### src/rtl/alu_rr_arbiter_if.sv
// Request/response bundle for alu_rr_arbiter: NREQ packed request slots plus one tagged result channel.
interface alu_rr_arbiter_if #(
    parameter int WIDTH = 32,
    parameter int NREQ  = 2
);
    localparam int IDW = $clog2(NREQ);

    logic [NREQ-1:0]       req_valid;
    logic [NREQ-1:0]       req_ready;
    logic [NREQ*WIDTH-1:0] req_a;
    logic [NREQ*WIDTH-1:0] req_b;
    logic [NREQ*4-1:0]     req_op;
    logic                  rsp_valid;
    logic                  rsp_ready;
    logic [IDW-1:0]        rsp_id;
    logic [WIDTH-1:0]      rsp_y;
    logic [3:0]            rsp_flags;

    // master: requesters plus downstream consumer; slave: the arbiter
    modport master (
        output req_valid, req_a, req_b, req_op, rsp_ready,
        input  req_ready, rsp_valid, rsp_id, rsp_y, rsp_flags
    );

    modport slave (
        input  req_valid, req_a, req_b, req_op, rsp_ready,
        output req_ready, rsp_valid, rsp_id, rsp_y, rsp_flags
    );
endinterface

### src/rtl/alu_rr_arbiter.sv
// Shares one combinational ALU between NREQ requesters, one registered op in flight at a time.
// Define ALU_ARB_RR_EN for round-robin arbitration; otherwise fixed priority (lowest index wins).

module alu #(
    parameter int WIDTH = 32
) (
    input  logic [WIDTH-1:0] a,
    input  logic [WIDTH-1:0] b,
    input  logic [3:0]       op,
    output logic [WIDTH-1:0] y,
    output logic             carry,
    output logic             overflow,
    output logic             zero,
    output logic             negative
);
    localparam logic [3:0] OP_ADD = 4'd0;
    localparam logic [3:0] OP_SUB = 4'd1;
    localparam logic [3:0] OP_AND = 4'd2;
    localparam logic [3:0] OP_OR  = 4'd3;
    localparam logic [3:0] OP_XOR = 4'd4;

    logic [WIDTH:0] sum;

    always_comb begin
        sum      = '0;
        y        = '0;
        carry    = 1'b0;
        overflow = 1'b0;
        case (op)
            OP_ADD: begin
                sum      = {1'b0, a} + {1'b0, b};
                y        = sum[WIDTH-1:0];
                carry    = sum[WIDTH];
                overflow = (a[WIDTH-1] == b[WIDTH-1]) && (y[WIDTH-1] != a[WIDTH-1]);
            end
            OP_SUB: begin
                // carry is the inverted borrow: 1 when a >= b unsigned
                sum      = {1'b0, a} + {1'b0, ~b} + {{WIDTH{1'b0}}, 1'b1};
                y        = sum[WIDTH-1:0];
                carry    = sum[WIDTH];
                overflow = (a[WIDTH-1] != b[WIDTH-1]) && (y[WIDTH-1] != a[WIDTH-1]);
            end
            OP_AND:  y = a & b;
            OP_OR:   y = a | b;
            OP_XOR:  y = a ^ b;
            default: y = '0;
        endcase
        zero     = (y == '0);
        negative = y[WIDTH-1];
    end
endmodule

// state | meaning
// IDLE  | waiting for any req_valid; grant and latch operands on the edge
// EXEC  | ALU runs on latched operands; result captured on the edge
// RESP  | rsp_valid high, held until rsp_ready
module alu_rr_arbiter #(
    parameter int WIDTH = 32,
    parameter int NREQ  = 2
) (
    input  logic              clk,
    input  logic              rst,
    alu_rr_arbiter_if.slave   bus,
    output logic              busy
);
    localparam int IDW = $clog2(NREQ);

    typedef enum logic [1:0] {IDLE, EXEC, RESP} state_t;

    state_t           state;
    state_t           state_nxt;
    logic [IDW-1:0]   grant;
    logic             grant_vld;
    logic [NREQ-1:0]  req_ready_c;
    logic             accept;

    logic [WIDTH-1:0] op_a;
    logic [WIDTH-1:0] op_b;
    logic [3:0]       op_code;
    logic [IDW-1:0]   op_id;

    logic [WIDTH-1:0] rsp_y_q;
    logic [3:0]       rsp_flags_q;
    logic [IDW-1:0]   rsp_id_q;

    logic [WIDTH-1:0] alu_y;
    logic             alu_c;
    logic             alu_v;
    logic             alu_z;
    logic             alu_n;

    assign grant_vld = |bus.req_valid;
    assign accept    = (state == IDLE) && grant_vld;

`ifdef ALU_ARB_RR_EN
    logic [IDW-1:0] ptr;

    // Walk candidates from farthest to nearest after ptr so the nearest valid one wins.
    always_comb begin
        int             idx;
        logic [IDW-1:0] cand;
        grant = '0;
        idx   = 0;
        cand  = '0;
        for (int k = NREQ; k >= 1; k--) begin
            idx = int'(ptr) + k;
            if (idx >= NREQ) idx = idx - NREQ;
            cand = IDW'(idx);
            if (bus.req_valid[cand]) grant = cand;
        end
    end

    always_ff @(posedge clk or posedge rst) begin
        if (rst) begin
            ptr <= IDW'(NREQ - 1);
        end else if (accept) begin
            ptr <= grant;
        end
    end
`else
    always_comb begin
        logic [IDW-1:0] cand;
        grant = '0;
        cand  = '0;
        for (int k = NREQ - 1; k >= 0; k--) begin
            cand = IDW'(k);
            if (bus.req_valid[cand]) grant = cand;
        end
    end
`endif

    always_ff @(posedge clk or posedge rst) begin
        if (rst) begin
            state <= IDLE;
        end else begin
            state <= state_nxt;
        end
    end

    always_comb begin
        state_nxt   = state;
        req_ready_c = '0;
        case (state)
            IDLE: begin
                if (grant_vld) begin
                    req_ready_c[grant] = 1'b1;
                    state_nxt          = EXEC;
                end
            end
            EXEC:    state_nxt = RESP;
            RESP:    if (bus.rsp_ready) state_nxt = IDLE;
            default: state_nxt = IDLE;
        endcase
    end

    always_ff @(posedge clk or posedge rst) begin
        if (rst) begin
            op_a        <= '0;
            op_b        <= '0;
            op_code     <= '0;
            op_id       <= '0;
            rsp_y_q     <= '0;
            rsp_flags_q <= '0;
            rsp_id_q    <= '0;
        end else begin
            if (accept) begin
                op_a    <= bus.req_a[grant*WIDTH +: WIDTH];
                op_b    <= bus.req_b[grant*WIDTH +: WIDTH];
                op_code <= bus.req_op[grant*4 +: 4];
                op_id   <= grant;
            end
            if (state == EXEC) begin
                rsp_y_q     <= alu_y;
                rsp_flags_q <= {alu_c, alu_v, alu_z, alu_n};
                rsp_id_q    <= op_id;
            end
        end
    end

    alu #(.WIDTH(WIDTH)) u_alu (
        .a        (op_a),
        .b        (op_b),
        .op       (op_code),
        .y        (alu_y),
        .carry    (alu_c),
        .overflow (alu_v),
        .zero     (alu_z),
        .negative (alu_n)
    );

    assign bus.req_ready = req_ready_c;
    assign bus.rsp_valid = (state == RESP);
    assign bus.rsp_id    = rsp_id_q;
    assign bus.rsp_y     = rsp_y_q;
    assign bus.rsp_flags = rsp_flags_q;
    assign busy          = (state != IDLE);
endmodule
### src/flat_wrapper.sv
// flat-port wrapper written by rule: the top's interface ports become plain ports
module alu_rr_arbiter_flat 
#(
    parameter int WIDTH = 32,
    parameter int NREQ  = 2
)
  (clk, rst, busy, bus_req_valid, bus_req_a, bus_req_b, bus_req_op, bus_rsp_ready, bus_req_ready, bus_rsp_valid, bus_rsp_id, bus_rsp_y, bus_rsp_flags);
  alu_rr_arbiter_if #(.WIDTH(WIDTH), .NREQ(NREQ)) bus_i ();
  input  logic clk;
  input  logic rst;
  output logic busy;
  input wire logic [$bits(bus_i.req_valid)-1:0] bus_req_valid;
  input wire logic [$bits(bus_i.req_a)-1:0] bus_req_a;
  input wire logic [$bits(bus_i.req_b)-1:0] bus_req_b;
  input wire logic [$bits(bus_i.req_op)-1:0] bus_req_op;
  input wire logic [$bits(bus_i.rsp_ready)-1:0] bus_rsp_ready;
  output wire logic [$bits(bus_i.req_ready)-1:0] bus_req_ready;
  output wire logic [$bits(bus_i.rsp_valid)-1:0] bus_rsp_valid;
  output wire logic [$bits(bus_i.rsp_id)-1:0] bus_rsp_id;
  output wire logic [$bits(bus_i.rsp_y)-1:0] bus_rsp_y;
  output wire logic [$bits(bus_i.rsp_flags)-1:0] bus_rsp_flags;
  assign bus_i.req_valid = bus_req_valid;
  assign bus_i.req_a = bus_req_a;
  assign bus_i.req_b = bus_req_b;
  assign bus_i.req_op = bus_req_op;
  assign bus_i.rsp_ready = bus_rsp_ready;
  assign bus_req_ready = bus_i.req_ready;
  assign bus_rsp_valid = bus_i.rsp_valid;
  assign bus_rsp_id = bus_i.rsp_id;
  assign bus_rsp_y = bus_i.rsp_y;
  assign bus_rsp_flags = bus_i.rsp_flags;
  alu_rr_arbiter #(.WIDTH(WIDTH), .NREQ(NREQ)) u_core (.clk(clk), .rst(rst), .bus(bus_i), .busy(busy));
endmodule
### config.mk
export PLATFORM = sky130hd
export DESIGN_NAME = alu_rr_arbiter_flat
export DESIGN_NICKNAME = d
export VERILOG_FILES = /design/src/rtl/alu_rr_arbiter_if.sv /design/src/rtl/alu_rr_arbiter.sv /design/src/flat_wrapper.sv
export SDC_FILE = /design/constraint.sdc
export NUM_CORES = 1
export LEC_CHECK = 0
export BUFFER_PORTS_ARGS = -buffer_cell sky130_fd_sc_hd__buf_2
export CELL_PAD_IN_SITES_DETAIL_PLACEMENT = 0
export CELL_PAD_IN_SITES_GLOBAL_PLACEMENT = 1
export CORE_MARGIN = 2
export CORE_UTILIZATION = 42
export CTS_BUF_LIST = sky130_fd_sc_hd__clkbuf_16
export DETAILED_ROUTE_END_ITERATION = 10
export GPL_TIMING_DRIVEN = 1
export PLACE_DENSITY_LB_ADDON = 0.1
export SKIP_CTS_REPAIR_TIMING = 1
export SYNTH_ARGS = -nofsm -noshare
export SYNTH_HDL_FRONTEND = slang
export SYNTH_SLANG_ARGS = --single-unit
### constraint.sdc
create_clock -name clk -period 4.68 [get_ports clk]
set_input_delay 0 -clock clk [delete_from_list [all_inputs] [get_ports clk]]
set_output_delay 0 -clock clk [all_outputs]
set_load 0.05 [all_outputs]
==> flow_metrics.py, run 1 <==
metrics = {
    "status": {
        "status": "complete, but fails checks",
        "violations": "negative hold slack",
    },
    "logic_synthesis": {
        "synth_adder_area_share_pct": 13.2,
        "synth-compound-area-share_pct": 26.3,
        "synth_top_family_by_area": "compound AO/OA/AOI/OAI gates",
        "netlist_area_um2": 10100,
        "async_reset_ff_share_pct": 100,
        "synth_nets": 1531,
        "synth_ff_type": "dfrtp_1",
        "synth_area_per_cell_um2": 7.84,
        "synth_top_area_share_pct": 26.6,
        "ys_types": 80,
        "synth-xor-area-share_pct": 1.30,
        "synth_edf_count": 0,
        "yosys_warnings": 0,
        "synthCells": 1285,
        "yosysTopAreaCell": "dfrtp_1",
        "synthTopCellsByArea": "dfrtp_1 (27%), ha_1 (13%), mux2i_1 (7.9%), o21ai_0 (7.0%), nand2_1 (6.7%)",
        "synth_mux_area_share_pct": 8.62,
        "synth-seq-cells": 107,
        "seq_area_frac_synth_pct": 26.6,
        "yosys.area_share.simple_pct": 16.9,
    },
    "finish": {
        "nets": 1792,
        "mostFrequentLayoutCells": "buf_2 (181), nand2_1 (180), o21ai_0 (140)",
        "area.growth.synth_to_final_pct": 27.0,
        "final_common_cell": "buf_2",
        "final_layout_size_suffix_gt1_share_pct": 16.6,
        "antenna_cells": 0,
    },
    "global_route": {
        "grt_max_degree": 138,
        "antenna_found_initial": 0,
        "grtUsageMet1_pct": 40.2,
        "use_met2_pct": 41.5,
        "grt_pass1_vias": 9461,
        "use_met3_pct": 3.11,
        "grt.busiest_layer": "met2",
        "overflow": 0,
        "grt_usage_pct": 26.8,
        "grt_pass1_wl_um": 54000,
    },
    "floorplanning": {
        "start_util_pct": 42.8,
        "core-area_um2": 23500,
        "ios": 182,
        "rows": 56,
        "die_x_um": 159,
        "die_h_um": 159,
        "fp.dieArea_um2": 25200,
    },
    "sta": {
        "final.setup_skew_ns": 0.0116,
        "fmax_mhz": 226,
        "worst_pin_slew_ns": 1.18,
        "min_period_ns": 4.42,
        "rsz0062_at_grt": "no",
        "fin_tns_setup_ns": 0,
        "layout_setup_ws_ns": 0.256,
        "period_share_pct": 94.5,
        "maxSlewViolCount": 0,
        "relSlewSlack_pct": 21.4,
        "hold_slack_ns": -0.0831,
        "finalSetupViolations": 0,
        "hold_viol_final": 11,
    },
    "flow_run": {
        "max-cap-violations": 0,
    },
    "placed_design": {
        "io_buffer_count": 181,
        "place_congestion": 1.02,
        "dp_slack_ns": 0.420,
        "dp_hpwl_um": 26400,
    },
    "detailed_routing": {
        "vias_per_cell": 5.64,
        "drtIter0Drc": 827,
        "routed_wl_um": 36000,
        "dr.pass1.iters": 5,
        "drc": 0,
        "vias": 10500,
        "drt-wirelength-per-cell_um": 19.2,
        "ant_nets": 0,
    },
    "clocking": {
        "root_buffer": "clkbuf_16",
        "path_clk_slew_ns": 0.08,
        "cts-buffers-inserted": 9,
        "htreeDepth": 3,
        "clock_latency_ns": 0.37,
        "clock_sinks": 107,
        "cts_buffer_depth": 2,
        "cts_tree": "done",
    },
    "setup_path": {
        "crit_required_ns": 4.96,
        "path_cells": "inv_1, ha_1, nor2b_1, nor3_1, a2111oi_1, o22ai_1, a21oi_1, a41oi_1, nand2_1, nand2_1, a211o_1, a2111o_1, o31ai_2",
        "cp-start-kind": "flop",
        "worst_path_largest_cell_delay_ns": 0.88,
        "crit_path_frequent_cell": "nand2_1",
        "crit_fanout": 14,
        "cpMaxStageDelayCell": "a2111oi_1",
        "criticalPathCategory": "flop to flop",
        "cp-end-kind": "flop",
        "worst_ep_arrival_time_ns": 4.70,
    },
    "min_path": {
        "hold_class": "input pin to flop",
    },
}
[synthesized netlist by cell type (8+ instances only)]
cell type,number
nand4_1,12
nand2b_1,9
nor2b_1,13
a21o_1,10
buf_2,11
clkbuf_1,56
ha_1,103
o21ai_0,141
o31ai_1,14
nor3_1,23
o21bai_1,10
dfrtp_1,107
a31oi_1,10
o21a_1,8
a21oi_1,88
o22ai_1,8
mux2i_1,80
xnor2_1,14
buf_1,10
nor2_1,78
o211ai_1,15
a211oi_1,26
nand2_1,180
nor4_1,12
nand3_1,19
inv_1,103
[cells by family after synthesis]
logic type,after synthesis
compound gates,410
simple gates,378
buf+inv,184
flops,107
fa+ha+maj,105
mux,86
xor+xnor,15
[critical path, delay by kind of cell (launching register included)]
kind                       cells  cell delay [ns]
adders and majority gates      1             0.48
DFF                            1             0.37
AOI/OAI and AO/OA              7             2.69
buffers and inverters          1             0.07
and+or+nand+nor                4             0.72
[final timing paths]
path / slack, ns / start / cells past startpoint / endpoint
max in group asynchronous: 3.17 / rst / 4 / u_core.op_code[0]$_DFFE_PP0P_
worst max-delay path: 0.26 / u_core.op_b[16]$_DFFE_PP0P_ / 13 / u_core.bus.rsp_flags[1]$_DFFE_PP0N_
worst min-delay path: -0.08 / bus_req_b[16] / 3 / u_core.op_b[16]$_DFFE_PP0P_
min in group asynchronous: 0.38 / rst / 3 / u_core.op_b[13]$_DFFE_PP0P_
worst min register to register: 0.48 / u_core.bus.rsp_y[16]$_DFFE_PP0N_ / 2 / u_core.bus.rsp_y[16]$_DFFE_PP0N_
worst max register to register: 0.26 / u_core.op_b[16]$_DFFE_PP0P_ / 13 / u_core.bus.rsp_flags[1]$_DFFE_PP0N_
[layout make-up]
type                    instances  area, µm²
clock buffers                   9        225
clock inverters                 7       63.8
fillers                      2294      10700
inverters                     104        393
multi-input cells             994       6700
flip-flops and latches        107       2680
well taps                     319        399
repair buffers                330       2340
[metrics by stage]
stage	std cells	instance area [µm²]	util [%]	hold slack (ns)
after floorplan	1285	10100	-	0.108
after global placement	1734	11300	48.0	0.212
after detailed placement	1734	11300	48.0	0.198
after CTS	1750	11600	49.3	-0.175
after global routing	1870	12800	54.4	0.000992
final	1870	12800	54.4	-0.0831
[flip-flops by register name (all words and copies together) (netlist names)]
name	count
u_core.bus.rsp_flags	4
u_core.bus.rsp_id	1
u_core.bus.rsp_y	31
u_core.op_a	32
u_core.op_b	32
u_core.op_code	4
u_core.op_id	1
u_core.state	2
[per-layer routing]
metal  wire, µm  part of all wire, %  up-vias
met5          0                    0        -
met4        576                  1.6        0
met3       2250                  6.2       34
met2      15900                   44      410
met1      17200                   48     5012
li1           -                    -     5088
Power of run 1 is left out: the tool's default activity adds up to more than one toggle a clock period on the data nets, which glitch-free logic cannot reach.
==> run 2: changes to the inputs <==
--- a/config.mk
+++ b/config.mk
@@ -9,12 +9,13 @@
 export CELL_PAD_IN_SITES_DETAIL_PLACEMENT = 0
 export CELL_PAD_IN_SITES_GLOBAL_PLACEMENT = 1
 export CORE_MARGIN = 2
-export CORE_UTILIZATION = 42
+export CORE_UTILIZATION = 38
 export CTS_BUF_LIST = sky130_fd_sc_hd__clkbuf_16
 export DETAILED_ROUTE_END_ITERATION = 10
 export GPL_TIMING_DRIVEN = 1
 export PLACE_DENSITY_LB_ADDON = 0.1
 export SKIP_CTS_REPAIR_TIMING = 1
+export SLEW_MARGIN = 5
 export SYNTH_ARGS = -nofsm -noshare
 export SYNTH_HDL_FRONTEND = slang
 export SYNTH_SLANG_ARGS = --single-unit
==> constraint.sdc (replaced) <==
create_clock -name clk -period 3.7 [get_ports clk]
set_input_delay 0 -clock clk [delete_from_list [all_inputs] [get_ports clk]]
set_output_delay 0 -clock clk [all_outputs]
set_load 0.05 [all_outputs]
==> run 2 against run 1 <==
Against the previous run: the run still ends with negative hold slack left; wire length rose by 3.9%; cell area up 12%; flip-flop and latch count is the same; critical path type unchanged; highest routed layer unchanged.
==> flow_metrics.py, run 2 (synthesis gave the netlist of run 1 again) <==
metrics = {
    "setup_path": {
        "crit_path_frequent_cell": "o31ai_2",
        "path_cells": "inv_2, ha_4, buf_6, nand3_4, o2111ai_4, a21oi_4, o211a_1, o41a_1, o31ai_2, buf_4, o21ai_2, a211oi_2, nand2_1, a2111o_1, o31ai_2",
        "ff2ff_path_depth": 15,
        "crit_required_ns": 4.00,
        "criticalPathCategory": "flop to flop",
        "worst_path_largest_cell_delay_ns": 0.48,
        "cpMaxStageDelayCell": "o41a_1",
        "crit_fanout": 8,
        "cp-end-kind": "flop",
        "worst_ep_arrival_time_ns": 3.92,
        "reg2reg_setup_slack_ns": 0.09,
        "cp-start-kind": "flop",
    },
    "clocking": {
        "clock_sinks": 107,
        "root_buffer": "clkbuf_16",
        "path_clk_slew_ns": 0.10,
        "cts-buffers-inserted": 9,
        "clock_latency_ns": 0.38,
        "cts_tree": "done",
        "htreeDepth": 3,
        "cts_buffer_depth": 2,
    },
    "placed_design": {
        "dp_slack_ns": -0.228,
        "io_buffer_count": 181,
        "dp_hpwl_um": 28700,
        "dpl.cell_count": 1903,
        "place_congestion": 0.958,
    },
    "status": {
        "violations": "negative hold slack",
        "status": "complete, but fails checks",
    },
    "finish": {
        "final_common_cell": "buf_4",
        "final_layout_size_suffix_gt1_share_pct": 27.1,
        "mostFrequentLayoutCells": "buf_4 (191), buf_2 (181), nand2_1 (180)",
        "antenna_cells": 0,
        "nets": 1958,
        "layout.cells.non_filler": 2052,
        "area.growth.synth_to_final_pct": 42.7,
    },
    "sta": {
        "worst_pin_slew_ns": 0.857,
        "finalSetupViolations": 0,
        "hold_viol_final": 14,
        "relSlewSlack_pct": 42.9,
        "final.setup_skew_ns": 0.0216,
        "maxSlewViolCount": 0,
        "layout_setup_ws_ns": 0.0877,
        "fmax_mhz": 277,
        "period_share_pct": 97.6,
        "hold_slack_ns": -0.0913,
        "rsz0062_at_grt": "yes",
        "min_period_ns": 3.61,
    },
    "detailed_routing": {
        "vias_per_cell": 5.34,
        "vias": 11000,
        "drt-wirelength-per-cell_um": 18.2,
        "routed_wl_um": 37400,
        "dr.pass1.iters": 6,
        "ant_nets": 0,
        "drc": 0,
        "drtIter0Drc": 854,
    },
    "floorplanning": {
        "rows": 59,
        "fp.dieArea_um2": 27800,
        "die_h_um": 167,
        "core-area_um2": 26100,
        "start_util_pct": 38.7,
        "die_x_um": 167,
        "ios": 182,
    },
    "global_route": {
        "grt_max_degree": 81,
        "antenna_found_initial": 0,
        "grt_pass1_vias": 10000,
        "overflow": 0,
        "grt_pass1_wl_um": 56100,
        "grt_usage_pct": 25.4,
    },
    "min_path": {
        "whs_path_depth": 3,
        "hold_class": "input pin to flop",
    },
    "flow_run": {
        "max-cap-violations": 0,
    },
}
==> run 2: through the flow <==
| stage | util, % | setup TNS (ns) | instance area, µm² |
|---|---|---|---|
| 6_report | 55.2 | 0 | 14400 |
| 5_1_grt | 55.2 | -0.0161 | 14400 |
| 4_1_cts | 49.1 | -0.240 | 12800 |
| 3_5_place_dp | 47.9 | -0.228 | 12500 |
| 3_3_place_gp | 47.9 | -0.210 | 12500 |
| 2_1_floorplan | - | 0 | 10100 |
==> run 2: final timing paths <==
check	startpoint	end
setup reg to reg	u_core.op_b[4]$_DFFE_PP0P_	u_core.bus.rsp_flags[1]$_DFFE_PP0N_
min in group asynchronous	rst	u_core.op_b[11]$_DFFE_PP0P_
setup / recovery	u_core.op_b[4]$_DFFE_PP0P_	u_core.bus.rsp_flags[1]$_DFFE_PP0N_
hold reg to reg	u_core.bus.rsp_id$_DFFE_PP0N_	u_core.bus.rsp_id$_DFFE_PP0N_
max in group asynchronous	rst	u_core.op_b[29]$_DFFE_PP0P_
hold / removal	bus_req_a[51]	u_core.op_a[19]$_DFFE_PP0P_
==> run 2: final cells by class <==
| class | instances | area [µm²] |
|---|---|---|
| Fill cell | 2535 | 11700 |
| Sequential cell | 107 | 2680 |
| Multi-Input combinational cell | 994 | 6960 |
| Inverter | 104 | 393 |
| Tap cell | 335 | 419 |
| Clock buffer | 9 | 225 |
| Timing Repair Buffer | 496 | 3610 |
| Clock inverter | 7 | 91.3 |
==> run 2: layer usage <==
metal	GRT usage, %	wire length [µm]	share of wire [%]
met1	37.5	17800	48
met2	39.8	17100	46
met3	2.45	1920	5.1
met4	6.11	517	1.4
met5	0	0	0
==> run 2: worst max-delay path, delay by kind of cell (launching register included) <==
kind	cells	cell delay, ns
buffers and inverters	3	0.39
AO/OA/AOI/OAI	9	2.31
flip-flops	1	0.39
adder cells (fa/ha/maj)	1	0.28
AND/OR/NAND/NOR	2	0.16
Power of run 2 is left out for the same reason.
